File: src/rtl/serial_frame_receiver.sv
// Purpose: UART-style receiver: start 0, 8 data bits LSB first, even parity, stop 1.
// Latency: valid pulses M + 10*CPB + 1 clocks after the start-detect cycle (M = CPB/2).
// Backpressure: none; the serial line cannot be stalled, results hold until the next frame.
module serial_frame_receiver #(
  parameter int CPB = 4
) (
  input  logic       C,
  input  logic       R,
  input  logic       D,
  output logic [7:0] data,
  output logic       valid,
  output logic       parity_err,
  output logic       frame_err,
  output logic       busy
);

  localparam int M = CPB / 2;

  typedef enum logic [2:0] {
    IDLE,
    START,
    DATA,
    PARITY,
    STOP,
    WAIT_HIGH
  } state_t;

  state_t     state;
  state_t     state_nxt;
  logic [7:0] cnt;
  logic [2:0] idx;
  logic [7:0] shreg;
  logic       par_bad;
  logic       stop_bit;
  logic       done;
  logic       sample;

  // Sample strobe: first sample at the start-bit midpoint, then every CPB clocks.
  always_comb begin
    sample = 1'b0;
    if (state == START) begin
      sample = (cnt == 8'(M - 1));
    end else if (state == DATA || state == PARITY || state == STOP) begin
      sample = (cnt == 8'(CPB - 1));
    end
  end

  // State register.
  always_ff @(posedge C) begin
    if (R) begin
      state <= IDLE;
    end else begin
      state <= state_nxt;
    end
  end

  // Next-state logic driven by the sample strobe and the line value.
  always_comb begin
    state_nxt = state;
    case (state)
      IDLE: begin
        if (!D) state_nxt = START;
      end
      START: begin
        if (sample) state_nxt = D ? IDLE : DATA;
      end
      DATA: begin
        if (sample && idx == 3'd7) state_nxt = PARITY;
      end
      PARITY: begin
        if (sample) state_nxt = STOP;
      end
      STOP: begin
        if (sample) state_nxt = D ? IDLE : WAIT_HIGH;
      end
      WAIT_HIGH: begin
        if (D) state_nxt = IDLE;
      end
      default: state_nxt = IDLE;
    endcase
  end

  // Bit-period counter: held at zero when idle, restarts at every sample.
  always_ff @(posedge C) begin
    if (R) begin
      cnt <= 8'd0;
    end else if (state == IDLE || state == WAIT_HIGH || sample) begin
      cnt <= 8'd0;
    end else begin
      cnt <= cnt + 8'd1;
    end
  end

  // Datapath: shift in data bits, evaluate parity, capture the stop bit.
  // done marks the stop sample so results are published on the following clock.
  always_ff @(posedge C) begin
    if (R) begin
      idx      <= 3'd0;
      shreg    <= 8'd0;
      par_bad  <= 1'b0;
      stop_bit <= 1'b0;
      done     <= 1'b0;
    end else begin
      done <= 1'b0;
      if (sample) begin
        case (state)
          DATA: begin
            shreg <= {D, shreg[7:1]};
            idx   <= idx + 3'd1;
          end
          PARITY: begin
            par_bad <= (^shreg) ^ D;
          end
          STOP: begin
            stop_bit <= D;
            done     <= 1'b1;
          end
          default: begin
          end
        endcase
      end
    end
  end

  // Output registers: loaded only on frame completion, otherwise held.
  always_ff @(posedge C) begin
    if (R) begin
      data       <= 8'd0;
      valid      <= 1'b0;
      parity_err <= 1'b0;
      frame_err  <= 1'b0;
    end else begin
      valid <= done;
      if (done) begin
        data       <= shreg;
        parity_err <= par_bad;
        frame_err  <= ~stop_bit;
      end
    end
  end

  assign busy = (state != IDLE);

endmodule

File: config.mk
export PLATFORM = sky130hd
export DESIGN_NAME = serial_frame_receiver
export DESIGN_NICKNAME = d
export VERILOG_FILES = /design/src/rtl/serial_frame_receiver.sv
export SDC_FILE = /design/constraint.sdc
export NUM_CORES = 1
export LEC_CHECK = 0
export CAP_MARGIN = 20
export CORE_MARGIN = 2
export CORE_UTILIZATION = 25
export CTS_CLUSTER_SIZE = 28
export DETAILED_ROUTE_END_ITERATION = 8
export PLACE_DENSITY = 0.41
export SLEW_MARGIN = 0
export SYNTH_ARGS = -nofsm -noshare
export SYNTH_HDL_FRONTEND = slang
export SYNTH_SLANG_ARGS = --single-unit
File: constraint.sdc
create_clock -name C -period 2.3 [get_ports C]
set_clock_uncertainty 0.1 [all_clocks]
set_input_delay 0.46 -clock C [delete_from_list [all_inputs] [get_ports C]]
set_output_delay 0.46 -clock C [all_outputs]
set_load 0.03 [all_outputs]
======== Word level (Yosys, flattened, before mapping) ========
Cells that the tools add are included.
word-level totals
  bits in registers ....................... 36
  bits of input ports ..................... 3
  output and inout port bits .............. 12
  logic and storage cells ................. 56
operators by class
  add/sub/neg operators ................... 2
  equal/unequal tests ..................... 14
  multiplexer cells ....................... 12
  bitwise operators ....................... 3
  reductions and logical operators ........ 14
operators with widths
  cell                   count
  $mux W3                7
  $pmux W3 S6            1
  $ne A2 B2 Y1 const B   5
  $eq A3 B3 Y1 const B   3
  $add A8 B1 Y8 const B  1
  $eq A8 B1 Y1 const B   1
  $eq A8 B2 Y1 const B   1
  $reduce_xor A8 Y1      1
  $eq A3 B2 Y1 const B   2
  $reduce_and A2 Y1      3
  $reduce_and A6 Y1      1
  $logic_or A1 B1 Y1     4
  $reduce_or A2 Y1       2
  $add A3 B1 Y3 const B  1
  $eq A3 B1 Y1 const B   1
  $logic_not A3 Y1       1
  $mux W1                3
  $reduce_bool A3 Y1     1
  $mux W2                1
  $ne A2 B1 Y1 const B   1
  $not A1 Y1             2
  $logic_and A1 B1 Y1    1
  $xor A1 B1 Y1          1

======== Depth between registers and ports, before layout ========
  depth in word-level cells ............... 8
  depth in mapped cells ................... 7

======== Least setup slack after synthesis ========
No wires, ideal clock.
  path kind ............................... reg-to-reg
  start point ............................. register cnt[0]
  end point ............................... register cnt[2]
  library setup time ...................... 133 ps
  arrival ................................. 1456 ps
  path slack .............................. 611 ps
  stages on the path, launching flop included .. 8
  clock period less this slack ............ 1689 ps
  cell sequence ........................... dfxtp_1 ha_1 clkbuf_1 nand2_1 a21oi_1 a21oi_1 o21ai_1 nor2_1
on the way
  word-level cells in the longest chain between the ends .. 5
RTL lines
  what                        RTL line  source
  start: declaration          30        logic [7:0] cnt;
  start signal: assignment    90        cnt <= cnt + 8'd1;
  $eq A8 B2 Y1                44        sample = (cnt == 8'(CPB - 1));
  $mux W1                     43        end else if (state == DATA || state == PARITY || state == STOP) begin
  $mux W1                     41        if (state == START) begin
  $logic_or A1 B1 Y1          87        end else if (state == IDLE || state == WAIT_HIGH || sample) begin
  $reduce_or A2 Y1 (no line)  -
Parallel ways exist; a longest one is shown, timed or not.
A chain may end at the register's enable or synchronous reset.

======== Worst setup path after layout ========
  start point ............................. register state[2]
  end point ............................... output busy
on the way
  word-level cells in the longest chain between the ends .. 1
RTL lines
  what                      RTL line  source
  start: declaration        28        state_t state;
  start signal: assignment  53        state <= state_nxt;
  $reduce_bool A3 Y1        142       assign busy = (state != IDLE);
  end: declaration          14        output logic busy
No other way between the ends.

==> flow_metrics.env <==
export IMPL_status="complete, no violations"
export IMPL_r2r_start="cnt[0]"
export IMPL_worst_pin_slew_ps=622
export IMPL_min_from="stop_bit"
export IMPL_crit_path_max_incr_delay_ps=660
export IMPL_yosys_top_cells_count="nor2_1 (38), dfxtp_1 (36), mux2i_1 (22), xnor2_1 (8)"
export IMPL_critical_path_class="register to output port"
export IMPL_grtUsageTotal_pct=9.96
export IMPL_grt_pass1_wl_um=5780
export IMPL_worst_path_stages=3
export IMPL_worstPathCellList="nor2_1 > nand2_1 > clkdlybuf4s50_1"
export IMPL_initial_utilization_pct=25.9
export IMPL_critPathLaunch="state[2]"
export IMPL_holdPathStages=1
export IMPL_grt_pass1_vias=1216
export IMPL_numClockSinks=36
export IMPL_p_clk_share_pct=41.6
export IMPL_synth_seq_area_share_pct=43.6
export IMPL_min_path_type="register to register"
export IMPL_synth_area_leaders="dfxtp_1 (44%), mux2i_1 (13%), nor2_1 (8.6%), xnor2_1 (4.2%), xor2_1 (3.2%)"
export IMPL_critPathBufInv=1
export IMPL_report_final_setup_viol=0
export IMPL_fin_tns_setup_ps=0
export IMPL_syn_nets=182
export IMPL_io_pins=15
export IMPL_wirelength_um=3280
export IMPL_synth_edff_count=0
export IMPL_hold_slack_ps=346
export IMPL_max_slew_margin_pct=58.5
export IMPL_pwr_share_seq_pct=48.1
export IMPL_cts_buffer_depth=2
export IMPL_h_tree_depth=2
export IMPL_clock_fmax_mhz=467
export IMPL_cts_tree="done"
export IMPL_fillers=677
export IMPL_avgViaCountPerCell=4.59
export IMPL_drv_cap=0
export IMPL_synth_top_cell_by_area="dfxtp_1"
export IMPL_required_ps=1740
export IMPL_ys_seq_elements=36
export IMPL_p_int_mw=1.01
export IMPL_dr_pass1_iters=4
export IMPL_finalCritPeriodShare_pct=93.1
export IMPL_dp_hpwl_um=2240
export IMPL_ys_flop_type="dfxtp_1"
export IMPL_hold_path_endpoint="frame_err"
export IMPL_core_area_um2=6390
export IMPL_worst_path_max_delay_cell="clkdlybuf4s50_1"
export IMPL_layout_drive_gt1_share_pct=7.89
export IMPL_multi_input_area_um2=875
export IMPL_synth_distinct_cells=37
export IMPL_postCtsSetupRepairBufs=0
export IMPL_num_vias=1225
export IMPL_die_h_um=85.3
export IMPL_drc=0
export IMPL_total_power_mw=1.33
export IMPL_clkSlewWorstSetupHoldPaths_ps=70
export IMPL_pwr_share_comb_pct=10.3
export IMPL_yosysMostFrequentCell="nor2_1"
export IMPL_rr_endpoint="cnt[5]"
export IMPL_seq_area_um2=722
export IMPL_slew_viol_final=0
export IMPL_arrival_ps=1580
export IMPL_leakagePower_nw=0.797
export IMPL_p_per_area_nw_per_um2=673
export IMPL_fp_dieW_um=85.3
export IMPL_wl_per_cell_um=12.3
export IMPL_rsz0062_at_grt="no"
export IMPL_antenna_found_initial=0
export IMPL_row_count=29
export IMPL_critPathTopFamily="buffers and inverters"
export IMPL_power_share_switching_pct=24.2
export IMPL_finalCriticalPeriod_ps=2140
export IMPL_synthArstFlopShare_pct=0
export IMPL_die_area_um2=7270
export IMPL_cts_buffers_inserted=5
export IMPL_portBuffers=14
export IMPL_reg2reg_depth=6
export IMPL_overflow=0
export IMPL_grt_max_degree=30
export IMPL_synth_cell_area_um2=1650
export IMPL_cts_root_buf="clkbuf_8"
export IMPL_r2r_slack_ps=370
export IMPL_switchingPower_uw=321
export IMPL_startpoint_type="register"
export IMPL_avgSynthCellArea_um2=9.44
export IMPL_worstSetupEndpointType="output port"
export IMPL_gp_congestion=0.786
export IMPL_hold_violations=0
export IMPL_syn2layout_area_growth_pct=19.5
export IMPL_holdBufCountCts=0
export IMPL_n_antenna_cell=0
export IMPL_path_max_fanout=12
export IMPL_ir_worst_vdd_mv=0.243
export IMPL_nets=196
export IMPL_drtAntennaViolNets=0
export IMPL_synth_top_area_share_pct=43.6
export IMPL_insertion_delay_ps=290
export IMPL_synthesis_instances=175
export IMPL_drt_iter0_markers=63
export IMPL_yosys_warnings=0
-- cell families after synthesis --
group / after synthesis / share of synthesized area (%)
AND/OR/NAND/NOR: 69 / 21.2
AO/OA/AOI/OAI: 16 / 6.59
adder cells (fa/ha/maj): 4 / 3.03
XOR/XNOR: 15 / 8.79
multiplexers: 22 / 13.3
buffers and inverters: 13 / 3.41
flip-flops: 36 / 43.6
-- registers in the layout, summed over array words and instances, names as in the netlist --
name / cells
cnt: 8
idx: 3
stop_bit: 1
frame_err: 1
shreg: 8
state: 3
done: 1
valid: 1
parity_err: 1
data: 8
par_bad: 1
-- power groups by stage --
stage               clock network [mW]  registers [mW]  logic (mW)
floorplan                            0           0.653      0.0970
global placement                     0           0.654       0.136
detailed placement                   0           0.654       0.137
CTS                              0.576           0.639       0.138
global route                     0.610           0.641       0.153
finish                           0.552           0.639       0.137
-- what timing repair did --
action,4_1_cts,5_1_grt
endpoints found under the setup margin,1,0
resized for setup,1,0
endpoints found under the hold margin,0,0
-- through the flow --
step	utilization [%]	instance area, um2	setup slack (ps)	instances
after detailed placement	29.2	1870	293	259
after CTS	30.9	1970	143	267
after floorplan	-	1650	611	175
after global routing	30.9	1970	41.8	267
after global placement	29.2	1870	319	259
final	30.9	1970	158	267
-- cell type report --
type	count	share of cell area [%]
repair buffers	17	8.24
multi-input cells	126	44.3
clock inverters	2	1.77
inverters	3	0.570
flip-flops and latches	36	36.6
clock buffers	6	3.68
well taps	77	4.88
-- worst register-to-register path, cell delays in order, from the launching register on --
cell and delay, ps:
dfxtp_1 410, ha_1 380, nand2_1 120, a21oi_1 140, a21oi_1 50, o21ai_1 490
nor2_1 110
-- layout by cell type (no fill, tap or decap), types with 4 or more instances in the layout --
cell type        Yosys  final
clkbuf_8             0      5
nor2_1              38     38
clkdlybuf4s50_1      0     14
xnor2_1              8      8
mux2i_1             22     22
nand3_1              7      7
ha_1                 4      4
a21oi_1              5      5
nand2_1              5      5
xor2_1               6      6
dfxtp_1             36     35
-- per-layer routing --
metal	GRT usage (%)	wire, um	share of wire [%]	vias to the layer above
met5	0	0	0	-
met3	2.72	94	2.9	6
met1	13.5	1690	51	575
li1	-	-	-	625
met2	14.6	1440	44	19
met4	4.62	59	1.8	0
-- worst max-delay path by stage --
stage	to
final	busy
after detailed placement	state[0]
after floorplan	cnt[2]
after CTS	busy
after global placement	busy
after global routing	cnt[6]
Note: power is estimated with default switching activity, not from simulation.
